**src/rtl/dma_pkg.sv**
```systemverilog
// dma_pkg: shared FSM state type and AXI read constants for the DMA read engine
package dma_pkg;
  typedef enum logic [1:0] {IDLE, ADDR, DATA} state_e;
  localparam logic [1:0] AXI_BURST_INCR = 2'b01;
  localparam int MAX_BURST_LEN = 256;
endpackage

```
**src/rtl/dma_axi_read_engine.sv**
```systemverilog
// dma_axi_read_engine: issues one AXI4 INCR read per config entry and streams the beats out
// Optional response/last checking on err is built only with DMA_RD_ERR_CHECK_EN defined.
module dma_axi_read_engine
  import dma_pkg::*;
#(
  parameter int AXI_ADDR_WIDTH   = 32,
  parameter int AXI_DATA_WIDTH   = 64,
  parameter int CONFIG_LEN_WIDTH = 9,
  parameter int AXI_SIZE         = 3
) (
  input  logic                        clk,
  input  logic                        rst_n,
  input  logic                        cfg_valid,
  output logic                        cfg_ready,
  input  logic [CONFIG_LEN_WIDTH-1:0] cfg_len,
  input  logic [AXI_ADDR_WIDTH-1:0]   cfg_addr,
  output logic                        m_arvalid,
  input  logic                        m_arready,
  output logic [AXI_ADDR_WIDTH-1:0]   m_araddr,
  output logic [7:0]                  m_arlen,
  output logic [2:0]                  m_arsize,
  output logic [1:0]                  m_arburst,
  input  logic                        m_rvalid,
  output logic                        m_rready,
  input  logic [AXI_DATA_WIDTH-1:0]   m_rdata,
  input  logic [1:0]                  m_rresp,
  input  logic                        m_rlast,
  output logic                        out_valid,
  input  logic                        out_ready,
  output logic [AXI_DATA_WIDTH-1:0]   out_data,
  output logic                        out_last,
  output logic                        busy,
  output logic                        err
);
  state_e                    state_q;
  logic [AXI_ADDR_WIDTH-1:0] addr_q;
  logic [7:0]                arlen_q;
  logic [8:0]                cnt_q;
  logic                      in_data, beat, last;
  assign in_data = state_q == DATA;
  assign beat    = in_data & m_rvalid & out_ready;
  assign last    = in_data & (cnt_q == 9'd1);
  always_ff @(posedge clk or negedge rst_n) begin
    if (!rst_n) begin
      state_q <= IDLE;
      addr_q  <= '0;
      arlen_q <= '0;
      cnt_q   <= '0;
    end else begin
      case (state_q)
        IDLE: if (cfg_valid && cfg_len != '0) begin
          addr_q  <= cfg_addr;
          arlen_q <= (32'(cfg_len) > MAX_BURST_LEN) ? 8'hFF : 8'(cfg_len - CONFIG_LEN_WIDTH'(1));
          state_q <= ADDR;
        end
        ADDR: if (m_arready) begin
          cnt_q   <= {1'b0, arlen_q} + 9'd1;
          state_q <= DATA;
        end
        DATA: if (beat) begin
          cnt_q <= cnt_q - 9'd1;
          if (cnt_q == 9'd1) state_q <= IDLE;
        end
        default: state_q <= IDLE;
      endcase
    end
  end
  // cfg_ready is gated by rst_n so it reads 0 while reset is held
  assign cfg_ready = rst_n & (state_q == IDLE);
  assign m_arvalid = state_q == ADDR;
  assign m_araddr  = addr_q;
  assign m_arlen   = arlen_q;
  assign m_arsize  = rst_n ? 3'(AXI_SIZE) : 3'b0;
  assign m_arburst = rst_n ? AXI_BURST_INCR : 2'b0;
  assign m_rready  = in_data & out_ready;
  assign out_valid = in_data & m_rvalid;
  assign out_data  = in_data ? m_rdata : '0;
  assign out_last  = last;
  assign busy      = state_q != IDLE;
`ifdef DMA_RD_ERR_CHECK_EN
  logic err_q;
  always_ff @(posedge clk or negedge rst_n) begin
    if (!rst_n) err_q <= 1'b0;
    else if (beat && (m_rresp != 2'b00 || m_rlast != last)) err_q <= 1'b1;
  end
  assign err = err_q;
`else
  logic unused_err;
  assign unused_err = ^{m_rresp, m_rlast};
  assign err = 1'b0;
`endif
endmodule
```
**config.mk**
```make
export PLATFORM = sky130hd
export DESIGN_NAME = dma_axi_read_engine
export DESIGN_NICKNAME = d
export VERILOG_FILES = /design/src/rtl/dma_pkg.sv /design/src/rtl/dma_axi_read_engine.sv
export SDC_FILE = /design/constraint.sdc
export NUM_CORES = 1
export LEC_CHECK = 0
export ABC_AREA = 1
export CAP_MARGIN = 20
export CORE_MARGIN = 8
export CORE_UTILIZATION = 38
export CTS_CLUSTER_DIAMETER = 30
export DETAILED_ROUTE_END_ITERATION = 8
export HOLD_SLACK_MARGIN = 0.05
export PLACE_DENSITY = 0.93
export SLEW_MARGIN = 20
export SYNTH_ARGS = -nofsm -noshare
export SYNTH_HDL_FRONTEND = slang
export SYNTH_SLANG_ARGS = --single-unit
```
**constraint.sdc**
```tcl
create_clock -name clk -period 3.6 [get_ports clk]
set_clock_uncertainty 0.1 [all_clocks]
set_input_delay 0.72 -clock clk [delete_from_list [all_inputs] [get_ports clk]]
set_output_delay 0.72 -clock clk [all_outputs]
set_load 0.03 [all_outputs]
```
## Word-level counts from Yosys, hierarchy flattened

Index checks and enable logic that the tools add are counted.

| operators by class | value |
|---|---|
| add/subtract/negate cells | 3 |
| order comparisons | 1 |
| equality and inequality tests | 7 |
| mux-type cells | 12 |
| bitwise gates (word level) | 5 |
| reduce and logical (&&, ||, !) cells | 8 |

Operators by type and width:

| operator | count |
|---|---|
| $mux 64 | 1 |
| $mux 9 | 2 |
| $pmux 9 s2 | 1 |
| $mux 2 | 5 |
| $add 8x1->9 const B | 1 |
| $eq 9x1->1 const B | 1 |
| $gt 9x9->1 const B | 1 |
| $reduce_bool 9->1 | 1 |
| $sub 9x1->9 const B | 1 |
| $mux 8 | 1 |
| $sub 8x1->8 const B | 1 |
| $ne 2x1->1 const B | 3 |
| $pmux 2 s3 | 1 |
| $and 1x1->1 | 5 |
| $reduce_and 4->1 | 1 |
| $reduce_bool 2->1 | 2 |
| $reduce_and 3->1 | 1 |
| $eq 2x1->1 const B | 1 |
| $eq 2x2->1 const B | 1 |
| $logic_not 2->1 | 1 |
| $ne 2x2->1 const B | 1 |
| $reduce_and 2->1 | 1 |
| $logic_and 1x1->1 | 1 |
| $mux 1 | 1 |

| storage, ports and cells | value |
|---|---|
| bits in registers | 51 |
| input port bits | 114 |
| output and inout bits | 116 |
| word-level logic and storage cells | 40 |

## Logic depth before layout (Yosys ltp)

| logic depth | value |
|---|---|
| word-level depth | 5 |
| mapped depth | 10 |
| gate-level depth less buffers | 9 |

## Worst setup path before layout

No wires, ideal clock.

| timing path | value |
|---|---|
| path kind | register to output |
| start point | reg state_q[0] |
| end point | out out_data[53] |
| arrival time | 1403 ps |
| data required time | 2780 ps |
| path slack | 1377 ps |
| cell stages (with the launch flop) | 7 |
| path buffers | 3 |
| cell sequence | dfrtp_1 -> inv_1 -> nand2_1 -> buf_2 -> buf_2 -> buf_2 -> nor2_1 |

| between the ends | value |
|---|---|
| word-level cells in the longest chain between the ends | 2 |

RTL lines:

| what | RTL line | source |
|---|---|---|
| from (decl) | dma_axi_read_engine.sv:35 | `state_e state_q;` |
| from (signal assigned) | dma_axi_read_engine.sv:45 | `state_q <= IDLE;` |
| from (signal assigned) | dma_axi_read_engine.sv:54 | `state_q <= ADDR;` |
| from (signal assigned) | dma_axi_read_engine.sv:58 | `state_q <= DATA;` |
| $eq 2x2->1 | dma_axi_read_engine.sv:40 | `assign in_data = state_q == DATA;` |
| $mux 64 | dma_axi_read_engine.sv:77 | `assign out_data = in_data ? m_rdata : '0;` |
| to (decl) | dma_axi_read_engine.sv:30 | `output logic [AXI_DATA_WIDTH-1:0] out_data,` |

Every way passes these cells.

## Worst setup path in the final report

| timing path | value |
|---|---|
| start point | reg state_q[0] |
| end point | out out_data[34] |

The elaborated chain is that of the path after synthesis.

==> results.md <==
* Post-synthesis sequential area ratio at 40.1%
* Antenna diode count at 0
* Critical Path RT at 2.78 ns
* Clock slew at reported path FFs at 0.10 ns
* Initial antenna violation count at 0
* Reg-to-reg startpoint: state_q[0]$_DFFE_PN0P_
* Grt total ovfl at 0
* F_max at 326 MHz
* Synth cell count leaders: nand2_1 (163), inv_1 (96), nor2_1 (94)
* Netlist cell types at 25
* Fraction of registers with async set/reset at 100%
* Die area at 11,500 um2
* I/O pin count at 230
* Largest cells by area after synthesis: dfrtp_1 (40%), nand2_1 (19%), inv_1 (11%)
* RSZ-0062 raised after global routing: no
* Port-buffer cells at 223
* R2r setup slk at 1.58 ns
* Cell with the most instances after synthesis: nand2_1
* Vias in the first global route at 3,687
* Tmin final at 3.06 ns
* Hold Crit Class: in -> async
* Worst Setup SP: state_q[0]$_DFFE_PN0P_
* Core area at 8180 um2
* Arrival time at the worst endpoint at 2.24 ns
* Area growth from synthesis to layout at 73.4%
* First-pass DRT Iterations at 4
* Max cap viols at 0
* Static leakage at 0.00282 uW
* Critical path class: reg -> out
* GRT Util Overall at 20.0%
* FP Rows at 33
* Nature of the critical path endpoint: primary output
* Crit start category: register
* Reg-to-Reg End: cnt_q[4]$_DFFE_PN0P_
* DRC viols at 0
* Mean Syn Cell Area at 6.42 um2
* Fin crit share at 85.1%
* Initial DRC Count at 294
* Worst Setup EP: out_data[34]
* Area leader, netlist: dfrtp_1
* Placed Instances at 805
* Detailed placement HPWL at 9.97 mm
* Post-DRT Antenna Nets at 0
* Setup TNS at 0 ns
* Largest net degree at the start of global routing at 51
* Reg2reg path depth at 9
* Routed vias/inst at 4.60
* CP max FO at 50
* Finished Layout Cells at 813
* CTS Buf Count at 5
* Worst Tran Pin Value at 0.565 ns
* Layout Nets at 826
* Setup-failing EPs final at 0
* Per-cell routed wire length at 14.8 um
* Number of H-tree levels at 2
* Gpl congestion at 0.922
* CTS root buf: clkbuf_8
* Die Y-Extent at 107 um
* Post-synth EDFFs at 0
* Status: finished, final reports clean
* FF+latch count, synth at 51
* Routed vias at 3,742
* Clk_lat worst skew at 0.30 ns
* Layout cell share with drive strength beyond 1 at 2.54%
* Post-CTS Setup Repair Bufs at 0
* Cts-stage hold buffer count at 0
* Worst vdd ir at 536 uV
* Top cell type's share of synthesized area at 40.1%
* Clock Path Buffers at 2
* CTS tree: yes
* Final Hold Viols at 0
* Synth warnings at 0
* Post-Synthesis Cells at 495
* Post_cts resized at 0
* Die extent in x at 107 um
* Drt total wl at 12.0 mm
* Initial core utilization at 38.9%
* Sink Count at 51
* Count of pins over their slew limit at 0
* Pwr per Cell Area at 763 nW/um2
* Mapped cell area at 3180 um2
* Primary FF master, synth: dfrtp_1
* Slew headroom at 62.2%
* First-pass GRT wire length at 18.7 mm
flip-flops by register name, summed over array words and instances (netlist names):
name	cells
state_q	2
m_arlen	8
m_araddr	32
cnt_q	9
logic make-up after synthesis:
| logic type | after synthesis | synth area share [%] |
|---|---|---|
| fa+ha+maj | 5 | 1.97 |
| compound gates | 21 | 3.50 |
| xor+xnor | 5 | 1.38 |
| simple gates | 291 | 36.2 |
| flops | 51 | 40.1 |
| other cells | 1 | 0.118 |
| buf+inv | 121 | 16.7 |
stage by stage:
| stage | hold WS, ns | cell area, um2 | total power (uW) | util [%] | setup slack (ns) |
|---|---|---|---|---|---|
| 2_1_floorplan | 0.324 | 3190 | 2710 | - | 1.38 |
| 3_3_place_gp | 0.361 | 5420 | 3800 | 66.3 | 0.695 |
| 3_5_place_dp | 0.364 | 5420 | 3880 | 66.3 | 0.678 |
| 4_1_cts | 0.253 | 5510 | 4240 | 67.4 | 0.519 |
| 5_1_grt | 0.253 | 5510 | 4500 | 67.4 | 0.379 |
| 6_report | 0.254 | 5510 | 4210 | 67.4 | 0.536 |
cells in the final DEF, fill, tap and decap left out:
master / synthesis / final
nand2_2: 0 / 1
conb_1: 1 / 3
nor2_1: 94 / 94
dfrtp_1: 51 / 51
nand4_1: 4 / 4
buf_2: 8 / 1
inv_1: 96 / 96
clkinv_2: 0 / 1
buf_4: 6 / 3
a21oi_1: 1 / 1
o31ai_1: 1 / 1
nor2_2: 2 / 2
o22ai_1: 1 / 1
nand3_2: 1 / 1
nand2_1: 163 / 162
inv_6: 0 / 2
o211ai_1: 1 / 1
xnor2_1: 1 / 1
nand3b_1: 1 / 1
inv_2: 1 / 1
buf_12: 0 / 1
ha_1: 5 / 5
xor2_1: 4 / 4
clkbuf_8: 3 / 5
o21ai_0: 17 / 17
clkdlybuf4s50_1: 0 / 222
nand3_1: 26 / 26
power by group:
part | leakage, uW | switching, uW | internal, uW
clock | 0.0000489 | 196 | 141
sequential | 0.000629 | 215 | 847
combinational | 0.00214 | 1730 | 1080
critical path, cell delays in order (launching register included):
cell             delay, ns
dfrtp_1               0.39
inv_1                 0.10
nand2_2               0.27
buf_12                0.29
nor2_1                0.16
clkdlybuf4s50_1       0.71
layer usage:
metal / GRT usage (%) / routed length, um / vias to the layer above
li1: - / - / 1857
met5: 0 / 0 / -
met1: 21.9 / 4610 / 1692
met3: 7.25 / 1250 / 15
met2: 35.1 / 5860 / 178
met4: 6.54 / 271 / 0
cell type report:
type | count | area (um2)
Tap cell | 105 | 131
Inverter | 97 | 364
Sequential cell | 51 | 1280
Clock inverter | 3 | 22.5
Multi-Input combinational cell | 325 | 1380
Timing Repair Buffer | 227 | 2270
Fill cell | 648 | 2660
Clock buffer | 5 | 68.8
worst min-delay path by stage:
stage                             start  cells past startpoint                       end
2_1_floorplan                     rst_n                      0      cnt_q[0]$_DFFE_PN0P_
3_3_place_gp    m_araddr[7]$_DFFE_PN0P_                      2   m_araddr[7]$_DFFE_PN0P_
3_5_place_dp   m_araddr[27]$_DFFE_PN0P_                      2  m_araddr[27]$_DFFE_PN0P_
4_1_cts                           rst_n                      2  m_araddr[16]$_DFFE_PN0P_
5_1_grt                           rst_n                      2  m_araddr[16]$_DFFE_PN0P_
6_report                          rst_n                      2  m_araddr[16]$_DFFE_PN0P_
No activity file was read; power rests on OpenSTA's default activity.
